**src/rtl/oflow_core_pkg.sv**
```systemverilog
`default_nettype none
// ============================================================================
//  Module      : oflow_core_pkg
//  Description : Shared types and default widths for the optical-flow core.
//                Provides the registration FSM state encoding and the default
//                values of PE_NUM, SET_LEN, REMAIN_BBOX_LEN and REG_TIMEOUT.
//  Revision    : 1.0  initial release
// ============================================================================
package oflow_core_pkg;

  localparam int c_PE_NUM_DEFAULT          = 24;
  localparam int c_SET_LEN_DEFAULT         = 8;
  localparam int c_REMAIN_BBOX_LEN_DEFAULT = 5;
  localparam int c_REG_TIMEOUT_DEFAULT     = 255;

  typedef enum logic [1:0] {
    idle_st    = 2'd0,
    wait_fe_st = 2'd1,
    reg_st     = 2'd2,
    done_st    = 2'd3
  } state_e;

endpackage
`default_nettype wire

```
**src/rtl/oflow_reg_watchdog.sv**
```systemverilog
`default_nettype none
// ============================================================================
//  Module      : oflow_reg_watchdog
//  Description : Stall watchdog for registration requests. Counts consecutive
//                stalled cycles and flags expiry on the REG_TIMEOUT-th one.
//  Ports       : clk      - rising-edge clock
//                reset_N  - asynchronous active-low reset
//                stall_i  - request valid but not accepted this cycle
//                expire_o - this is the REG_TIMEOUT-th consecutive stall
//  Revision    : 1.0  initial release
// ============================================================================
module oflow_reg_watchdog #(
  parameter int REG_TIMEOUT = 255
) (
  input  logic clk,
  input  logic reset_N,
  input  logic stall_i,
  output logic expire_o
);

  // The counter only has to hold 0..REG_TIMEOUT-1; expiry fires on the last.
  localparam int c_CNT_W = (REG_TIMEOUT > 1) ? $clog2(REG_TIMEOUT) : 1;

  logic [c_CNT_W-1:0] cnt_q, cnt_d;

  assign expire_o = stall_i && (cnt_q == c_CNT_W'(REG_TIMEOUT - 1));

  always_comb begin
    cnt_d = cnt_q + c_CNT_W'(1);
    if (!stall_i || expire_o) begin
      cnt_d = '0;
    end
  end

  always_ff @(posedge clk or negedge reset_N) begin
    if (!reset_N) begin
      cnt_q <= '0;
    end else begin
      cnt_q <= cnt_d;
    end
  end

endmodule
`default_nettype wire

```
**src/rtl/oflow_core_fsm_registration.sv**
```systemverilog
`default_nettype none
// ============================================================================
//  Module      : oflow_core_fsm_registration
//  Description : Sequences bbox registration requests for each set of a frame.
//                Waits for feature extraction of a set, issues one valid/ready
//                request per bbox, then pulses done_registration (and
//                done_frame on the last set).
//  Option      : OFLOW_REG_TIMEOUT_EN - adds a stall watchdog; when undefined
//                reg_timeout is constant 0 and stalls wait indefinitely.
//  Ports       : clk, reset_N (async, active low)
//                start_pe, num_of_sets, counter_of_remain_bboxes, done_fe,
//                reg_ready                                      - inputs
//                reg_valid, reg_bbox_idx, counter_set_registration,
//                done_registration, done_frame, busy, reg_timeout - outputs
//  Revision    : 1.0  initial release
// ============================================================================
module oflow_core_fsm_registration
  import oflow_core_pkg::*;
#(
  parameter int PE_NUM          = c_PE_NUM_DEFAULT,
  parameter int SET_LEN         = c_SET_LEN_DEFAULT,
  parameter int REMAIN_BBOX_LEN = c_REMAIN_BBOX_LEN_DEFAULT,
  parameter int REG_TIMEOUT     = c_REG_TIMEOUT_DEFAULT
) (
  input  logic                        clk,
  input  logic                        reset_N,
  input  logic                        start_pe,
  input  logic [SET_LEN-1:0]          num_of_sets,
  input  logic [REMAIN_BBOX_LEN-1:0]  counter_of_remain_bboxes,
  input  logic                        done_fe,
  input  logic                        reg_ready,
  output logic                        reg_valid,
  output logic [$clog2(PE_NUM)-1:0]   reg_bbox_idx,
  output logic [SET_LEN-1:0]          counter_set_registration,
  output logic                        done_registration,
  output logic                        done_frame,
  output logic                        busy,
  output logic                        reg_timeout
);

  localparam int c_IDX_W = $clog2(PE_NUM);
  localparam int c_ACT_W = $clog2(PE_NUM + 1);

  state_e               state_q, state_d;
  logic [SET_LEN-1:0]   nsets_q, nsets_d;
  logic [SET_LEN-1:0]   set_cnt_q, set_cnt_d;
  logic [c_IDX_W-1:0]   bbox_q, bbox_d;
  logic [c_ACT_W-1:0]   active_q, active_d;
  logic                 pending_q, pending_d;
  logic                 zero_frame_q, zero_frame_d;

  logic                 w_start_acc;
  logic                 w_last_set;
  logic                 w_expire;
  logic [c_ACT_W-1:0]   w_next_act;

  assign w_start_acc = (state_q == idle_st) && start_pe;
  assign w_last_set  = (set_cnt_q == nsets_q - SET_LEN'(1));

  // Only the last set uses the remaining-bbox count; it saturates at PE_NUM.
  always_comb begin
    w_next_act = c_ACT_W'(PE_NUM);
    if (w_last_set && (int'(counter_of_remain_bboxes) < PE_NUM)) begin
      w_next_act = c_ACT_W'(counter_of_remain_bboxes);
    end
  end

`ifdef OFLOW_REG_TIMEOUT_EN
  logic w_stall;
  logic timeout_q, timeout_d;

  assign w_stall = (state_q == reg_st) && !reg_ready;

  oflow_reg_watchdog #(
    .REG_TIMEOUT (REG_TIMEOUT)
  ) u_watchdog (
    .clk      (clk),
    .reset_N  (reset_N),
    .stall_i  (w_stall),
    .expire_o (w_expire)
  );

  // Sticky until the next accepted start_pe.
  always_comb begin
    timeout_d = timeout_q;
    if (w_start_acc) begin
      timeout_d = 1'b0;
    end else if (w_expire) begin
      timeout_d = 1'b1;
    end
  end

  always_ff @(posedge clk or negedge reset_N) begin
    if (!reset_N) begin
      timeout_q <= 1'b0;
    end else begin
      timeout_q <= timeout_d;
    end
  end

  assign reg_timeout = timeout_q;
`else
  assign w_expire    = 1'b0;
  // Always 0 in this build (REG_TIMEOUT is a non-negative cycle count).
  assign reg_timeout = (REG_TIMEOUT < 0);
`endif

  always_comb begin
    state_d      = state_q;
    nsets_d      = nsets_q;
    set_cnt_d    = set_cnt_q;
    bbox_d       = bbox_q;
    active_d     = active_q;
    zero_frame_d = 1'b0;
    // done_fe is remembered in any busy state, so a pulse that arrives while
    // a previous set is still registering (or in done_st) is not lost.
    pending_d    = pending_q | (done_fe && (state_q != idle_st));

    unique case (state_q)
      idle_st: begin
        if (start_pe) begin
          nsets_d   = num_of_sets;
          set_cnt_d = '0;
          bbox_d    = '0;
          active_d  = '0;
          pending_d = 1'b0;
          if (num_of_sets == '0) begin
            zero_frame_d = 1'b1;
          end else begin
            state_d = wait_fe_st;
          end
        end
      end
      wait_fe_st: begin
        if (done_fe || pending_q) begin
          // The done_fe event is consumed here, whichever state follows.
          pending_d = 1'b0;
          active_d  = w_next_act;
          state_d   = (w_next_act == '0) ? done_st : reg_st;
        end
      end
      reg_st: begin
        if (w_expire) begin
          state_d = done_st;
        end else if (reg_ready) begin
          if (c_ACT_W'(bbox_q) == active_q - c_ACT_W'(1)) begin
            state_d = done_st;
          end else begin
            bbox_d = bbox_q + c_IDX_W'(1);
          end
        end
      end
      done_st: begin
        set_cnt_d = set_cnt_q + SET_LEN'(1);
        bbox_d    = '0;
        state_d   = w_last_set ? idle_st : wait_fe_st;
      end
      default: begin
        state_d = idle_st;
      end
    endcase
  end

  always_ff @(posedge clk or negedge reset_N) begin
    if (!reset_N) begin
      state_q      <= idle_st;
      nsets_q      <= '0;
      set_cnt_q    <= '0;
      bbox_q       <= '0;
      active_q     <= '0;
      pending_q    <= 1'b0;
      zero_frame_q <= 1'b0;
    end else begin
      state_q      <= state_d;
      nsets_q      <= nsets_d;
      set_cnt_q    <= set_cnt_d;
      bbox_q       <= bbox_d;
      active_q     <= active_d;
      pending_q    <= pending_d;
      zero_frame_q <= zero_frame_d;
    end
  end

  assign reg_valid                = (state_q == reg_st);
  assign reg_bbox_idx             = bbox_q;
  assign counter_set_registration = set_cnt_q;
  assign done_registration        = (state_q == done_st);
  assign done_frame               = ((state_q == done_st) && w_last_set) || zero_frame_q;
  assign busy                     = (state_q != idle_st);

endmodule
`default_nettype wire

```
**config.mk**
```make
export PLATFORM = sky130hd
export DESIGN_NAME = oflow_core_fsm_registration
export DESIGN_NICKNAME = d
export VERILOG_FILES = /design/src/rtl/oflow_core_pkg.sv /design/src/rtl/oflow_reg_watchdog.sv /design/src/rtl/oflow_core_fsm_registration.sv
export SDC_FILE = /design/constraint.sdc
export NUM_CORES = 1
export LEC_CHECK = 0
export CORE_AREA = 4 4 72 60
export DETAILED_ROUTE_END_ITERATION = 8
export DIE_AREA = 0 0 76 64
export GPL_TIMING_DRIVEN = 0
export PLACE_DENSITY = 0.8
export RECOVER_POWER = 100
export SLEW_MARGIN = 20
export SYNTH_ARGS = -nofsm -noshare
export SYNTH_HDL_FRONTEND = slang
export SYNTH_SLANG_ARGS = --single-unit
export TNS_END_PERCENT = 10
```
**constraint.sdc**
```tcl
create_clock -name clk -period 5.47 [get_ports clk]
set_input_delay 0.8205 -clock clk [delete_from_list [all_inputs] [get_ports clk]]
set_output_delay 0.8205 -clock clk [all_outputs]
set_load 0.01 [all_outputs]
```
==> metrics.cfg, run 1 <==
[clocking]
postCtsSetupRepairBufs=0
cts.path.max_buffers=2
ctsResizeCount=0
numCtsBuffers=5
cts_max_level=2
root_buffer=clkbuf_8
holdBufCountCts=0
cts.sinks=30
clkTransAtPathRegs_ns=0.07
cts_tree=done
clock_latency_ns=0.28

[drt]
drc_errors=0
wl_per_cell_um=15.13
drtAntennaViolNets=0
first_iter_violations=99
drt-pass1-iter-count=4
routed-via-count=1589
routed_wl_um=4313
vias_per_cell=5.575

[setup_path]
crit_start=nsets_q[0]
crit_arrival_ns=2.89
cp_max_fo=7
path_class=register to primary output
critPathBufInv=3
crit_chain=clkbuf_1 -> inv_1 -> ha_1 -> nand2b_1 -> o21bai_1 -> a31oi_1 -> nand4_1 -> or2_0 -> o21bai_1 -> clkdlybuf4s50_1
end_kind=primary output
required_ns=4.65
crit_cells=10
cp_top_family=buffers and inverters
startpoint_type=register
slowest_delay_ns=0.57
cpMostUsedCell=o21bai_1
reg2reg_depth=9
r2r-start=nsets_q[0]
cp_slowest_cell=clkdlybuf4s50_1

[pwr]
ir_drop_uv=251.3
power_density_nw_per_um2=464.5
p_leak_nw=1.070

[layout]
final_common_cell=dfrtp_1
fill_cells=281
drive_gt1_frac=0.1162
final_nets=266
antenna_cells=0
final_cell_area_um2=2415
syn_to_final_growth_pct=23.56
final_cell_mix=30 x dfrtp_1, 19 x dlygate4sd3_1, 15 x nand2_1

[logic_synthesis]
netlist_area_um2=1954
synth_fp_nets=225
synthArstFlopShare=1.000
synth_edf_count=0
ys_warn_count=0
yosysTopAreaCell=dfrtp_1
synth_top_area_frac=0.3841
ys_types=53
synth_area_leaders=dfrtp_1 38%, mux2_2 5.2%, ha_1 5.1%
avgSynthCellArea_um2=9.821
synth_flop_cell=dfrtp_1
ys_seq_elements=30
synth_cells=199
seq_area_frac_synth=0.3841

[global_route]
antenna_found_initial=0
grt_overflow=0
grt_use_total=0.1900
grt_first_pass_wirelength_um=7527
grt_pass1_vias=1564
grt_max_degree=31

[timing]
relSlewSlack=-0.07290
setup_viol=0
hold_ws_ns=0.5178
drv_slew=31
rsz0062_at_grt=false
fmax_mhz=269.8
hold_violations=0
fin_skew_ns=0.006788
period_needed_ns=3.707
fin_tns_setup_ns=0
worst_slew_pin_slew_ns=1.609
finalCritPeriodShare=0.6776

[die]
initial_core_util=0.5313
die_h_um=64
ioPinCount=36
die_w_um=76
die_area_um2=4864
rows=20
core_um2=3679

[status]
outcome=complete, but fails checks
violations=capacitance limit, slew limit

[min_path]
hold_path_class=register to register
hold_start=active_q[4]
worstHoldPathCells=2

[placement]
post-dp-hpwl_um=3296
gp_congestion=0.8225
place_area_um2=2345
numPortBuffers=34

[run]
drv_cap=1

[synth_stat cells (3+ instances only)]
| library cell | count |
|---|---|
| a21oi_1 | 6 |
| xor2_1 | 10 |
| dfrtp_1 | 30 |
| xnor2_1 | 9 |
| o21ai_0 | 8 |
| nand2b_1 | 6 |
| mux2i_1 | 3 |
| nor3_1 | 6 |
| nand2_1 | 15 |
| mux2_2 | 9 |
| inv_1 | 12 |
| nand3_1 | 8 |
| ha_1 | 8 |
| o211ai_1 | 3 |
| or4_1 | 3 |
| and3_1 | 3 |
| nor2_1 | 12 |
| a22o_1 | 4 |
[routing by layer]
metal / share of wire / wire length [µm] / vias to the layer above / GRT usage
met1: 0.53 / 2266 / 751 / 0.2802
li1: - / - / 799 / -
met2: 0.42 / 1824 / 30 / 0.2735
met3: 0.034 / 146 / 9 / 0.03803
met4: 0.018 / 76 / 0 / 0.06889
met5: 0 / 0 / - / 0
[worst paths after layout]
check / end / slack, ns
hold reg to reg: active_q[4] / 0.52
setup / recovery: done_frame / 1.76
max in group asynchronous: reg_bbox_idx[3] / 3.59
min in group asynchronous: reg_bbox_idx[2] / 0.93
setup reg to reg: active_q[2] / 2.89
hold / removal: active_q[4] / 0.52
[final cells by class]
cell class,count,area (µm²),area share
Buffer,5,26.28,0.01088
Multi-Input combinational cell,151,1109,0.4591
Tap cell,44,55.05,0.02280
Sequential cell,30,750.7,0.3109
Clock inverter,1,5.005,0.002073
Clock buffer,7,86.33,0.03575
Inverter,13,48.80,0.02021
Timing Repair Buffer,34,334.1,0.1383
[per-stage QoR]
step | setup slack, ns | instances | total power, W | utilization
detailed placement | 2.047 | 277 | 0.0009542 | 0.6374
global placement | 2.134 | 277 | 0.0009414 | 0.6388
CTS | 1.719 | 285 | 0.001144 | 0.6622
floorplan | 2.823 | 199 | 0.0007795 | -
finish | 1.763 | 285 | 0.001122 | 0.6565
global route | 1.521 | 285 | 0.001212 | 0.6565
[cell families after synthesis]
| kind of cell | Yosys count | share of synthesized area |
|---|---|---|
| AO/OA/AOI/OAI | 44 | 0.1895 |
| XOR/XNOR | 19 | 0.08515 |
| adder cells (fa/ha/maj) | 8 | 0.05122 |
| buffers and inverters | 18 | 0.03905 |
| flip-flops | 30 | 0.3841 |
| multiplexers | 12 | 0.06722 |
| other | 1 | 0.001919 |
| AND/OR/NAND/NOR | 67 | 0.1818 |
[worst min-delay path: stages (launching register included)]
cell and delay, ns:
dfrtp_1 0.36, nand2_1 0.06, o21ai_0 0.06
[flip-flops by register name, indices dropped and copies added, names as in the netlist]
name,cells
nsets_q,8
active_q,5
zero_frame_q,1
counter_set_registration,8
state_q,2
reg_bbox_idx,5
pending_q,1
[report_power, final]
group	total (W)	internal (W)	leakage (nW)	switching (W)
registers	0.000384	0.000292	0.388	0.0000920
logic	0.000552	0.000267	0.634	0.000285
clock network	0.000186	0.000101	0.0482	0.0000844
(Power assumes the default switching activity.)
==> run 2: changes to the inputs <==
--- a/config.mk
+++ b/config.mk
@@ -5,11 +5,11 @@
 export SDC_FILE = /design/constraint.sdc
 export NUM_CORES = 1
 export LEC_CHECK = 0
-export CORE_AREA = 4 4 72 60
+export CORE_AREA = 4 4 74 62
 export DETAILED_ROUTE_END_ITERATION = 8
-export DIE_AREA = 0 0 76 64
+export DIE_AREA = 0 0 78 66
 export GPL_TIMING_DRIVEN = 0
-export PLACE_DENSITY = 0.8
+export PLACE_DENSITY = 0.76
 export RECOVER_POWER = 100
 export SLEW_MARGIN = 20
 export SYNTH_ARGS = -nofsm -noshare
==> constraint.sdc (replaced) <==
create_clock -name clk -period 3.68 [get_ports clk]
set_input_delay 0.552 -clock clk [delete_from_list [all_inputs] [get_ports clk]]
set_output_delay 0.552 -clock clk [all_outputs]
set_load 0.01 [all_outputs]
==> run 2 against run 1 <==
The run still ends with capacitance limit, slew limit left. Total power grew 46%. Non-clock buffer count grew 1. Sequential cell count is the same. First-iteration DRC count grew 69%. Clock power grew 40%. Combinational power grew 46%. Largest power group unchanged.
==> metrics.cfg, run 2 (same netlist as run 1, synthesis figures left out) <==
[status]
outcome=complete, but fails checks
violations=capacitance limit, slew limit

[die]
die_w_um=78
die_h_um=66
ioPinCount=36
rows=20
core_um2=3779
die_area_um2=5148
initial_core_util=0.5172

[drt]
routed-via-count=1635
drc_errors=0
first_iter_violations=167
dr_wl_met3_um=219
drt-pass1-iter-count=4
wl_met1_um=2225
top_layer=met4
wl_per_cell_um=15.11
wl_met2_um=1929
routed_wl_um=4458
vias_per_cell=5.542
drtAntennaViolNets=0

[layout]
fill_cells=337
antenna_cells=0
utilization=0.6318
final_cell_mix=30 x dfrtp_1, 17 x dlygate4sd3_1, 16 x clkdlybuf4s50_1
final_cell_area_um2=2387
syn_to_final_growth_pct=22.15
final_nets=267
final_common_cell=dfrtp_1
drive_gt1_frac=0.1000

[timing]
layout_setup_ws_ns=0.3412
fmax_mhz=299.5
rsz0062_at_grt=false
relSlewSlack=-0.05728
hold_violations=0
fin_tns_setup_ns=0
drv_slew=31
period_needed_ns=3.339
worst_slew_pin_slew_ns=1.586
setup_viol=0
hold_ws_ns=0.5187
fin_skew_ns=0.002169
finalCritPeriodShare=0.9073

[min_path]
hold_path_class=register to register

[setup_path]
cp_max_fo=7
required_ns=3.13
end_kind=primary output
startpoint_type=register
path_class=register to primary output
crit_arrival_ns=2.79

[clocking]
cts_tree=done
clock_latency_ns=0.28
clkTransAtPathRegs_ns=0.06
ctsResizeCount=0
root_buffer=clkbuf_8
cts.path.max_buffers=2
cts.sinks=30
numCtsBuffers=5
cts_max_level=2

[global_route]
grt_pass1_vias=1620
grt_max_degree=31
antenna_found_initial=0
grt_use_total=0.1983
grt_first_pass_wirelength_um=7845
grt_overflow=0

[placement]
place_area_um2=2359
dp_slack_ns=0.5234
gp_congestion=0.8046
numPortBuffers=34
post-dp-hpwl_um=3441

[run]
drv_cap=1

[pwr]
power_density_nw_per_um2=685.9
p_leak_nw=1.065
ir_drop_uv=364.3

-- run 2: cell types whose count changed in the layout (fill, tap and decap cells not counted) --
cell and delta:
o31ai_2 -1, or2_0 -1, o41ai_2 -1, o21ai_4 -1, clkbuf_1 -1, clkinv_2 -1
o41ai_1 +1, dlygate4sd3_1 -2, o31ai_4 -1, clkdlybuf4s50_1 +2, or2_1 +1, o31ai_1 +2
clkbuf_2 +1, o21ai_0 +1
-- run 2: report_power, final --
group          leakage, nW  switching (W)  internal, W  total (W)
registers            0.388       0.000136     0.000434   0.000570
logic                0.634       0.000417     0.000391   0.000808
clock network       0.0431       0.000116     0.000144   0.000260
total                 1.06       0.000668     0.000969    0.00164
-- run 2: layer usage --
layer,global-route usage,vias up
met4,0.1004,0
met2,0.2863,46
li1,-,798
met5,0,-
met3,0.03951,7
met1,0.2812,784
-- run 2: area by class of cell --
cell class                 instances  area [µm²]  area share
buffer                             5       27.53     0.01153
clock buffer                       6       82.58     0.03459
inverter                          13       48.80     0.02044
multi-input combinational        151        1071      0.4486
sequential                        30       750.7      0.3145
tap                               55       68.82     0.02883
timing repair buffer              35       337.8      0.1415
-- run 2: metrics by stage --
| step | power [W] | instances |
|---|---|---|
| after floorplan | 0.001159 | 199 |
| after global placement | 0.001402 | 288 |
| after detailed placement | 0.001422 | 288 |
| after CTS | 0.001692 | 294 |
| after global routing | 0.001777 | 295 |
| final | 0.001637 | 295 |
-- run 2: worst paths after layout --
| check | startpoint | end | slack [ns] | depth (start not counted) |
|---|---|---|---|---|
| setup reg to reg | nsets_q[0] | active_q[0] | 1.03 | 10 |
| min in group asynchronous | reset_N | counter_set_registration[3] | 0.66 | 1 |
| hold / removal | active_q[4] | active_q[4] | 0.52 | 2 |
| max in group asynchronous | reset_N | nsets_q[3] | 2.10 | 1 |
| setup / recovery | nsets_q[0] | done_frame | 0.34 | 10 |
| hold reg to reg | active_q[4] | active_q[4] | 0.52 | 2 |
-- run 2: repair_timing --
item                                    CTS  global route
hold endpoints to repair                  0             0
endpoints found under the setup margin    0             1
hold buffers                              0             0
setup buffers                             0             1
-- run 2: critical path, cell delays in order, from the launching register on --
cell           delay [ns]
dfrtp_1              0.35
clkbuf_2             0.16
inv_1                0.08
ha_1                 0.25
nand2b_1             0.11
o21bai_1             0.17
a31oi_1              0.17
nand4_1              0.15
or2_1                0.26
o21bai_1             0.18
dlygate4sd3_1        0.64
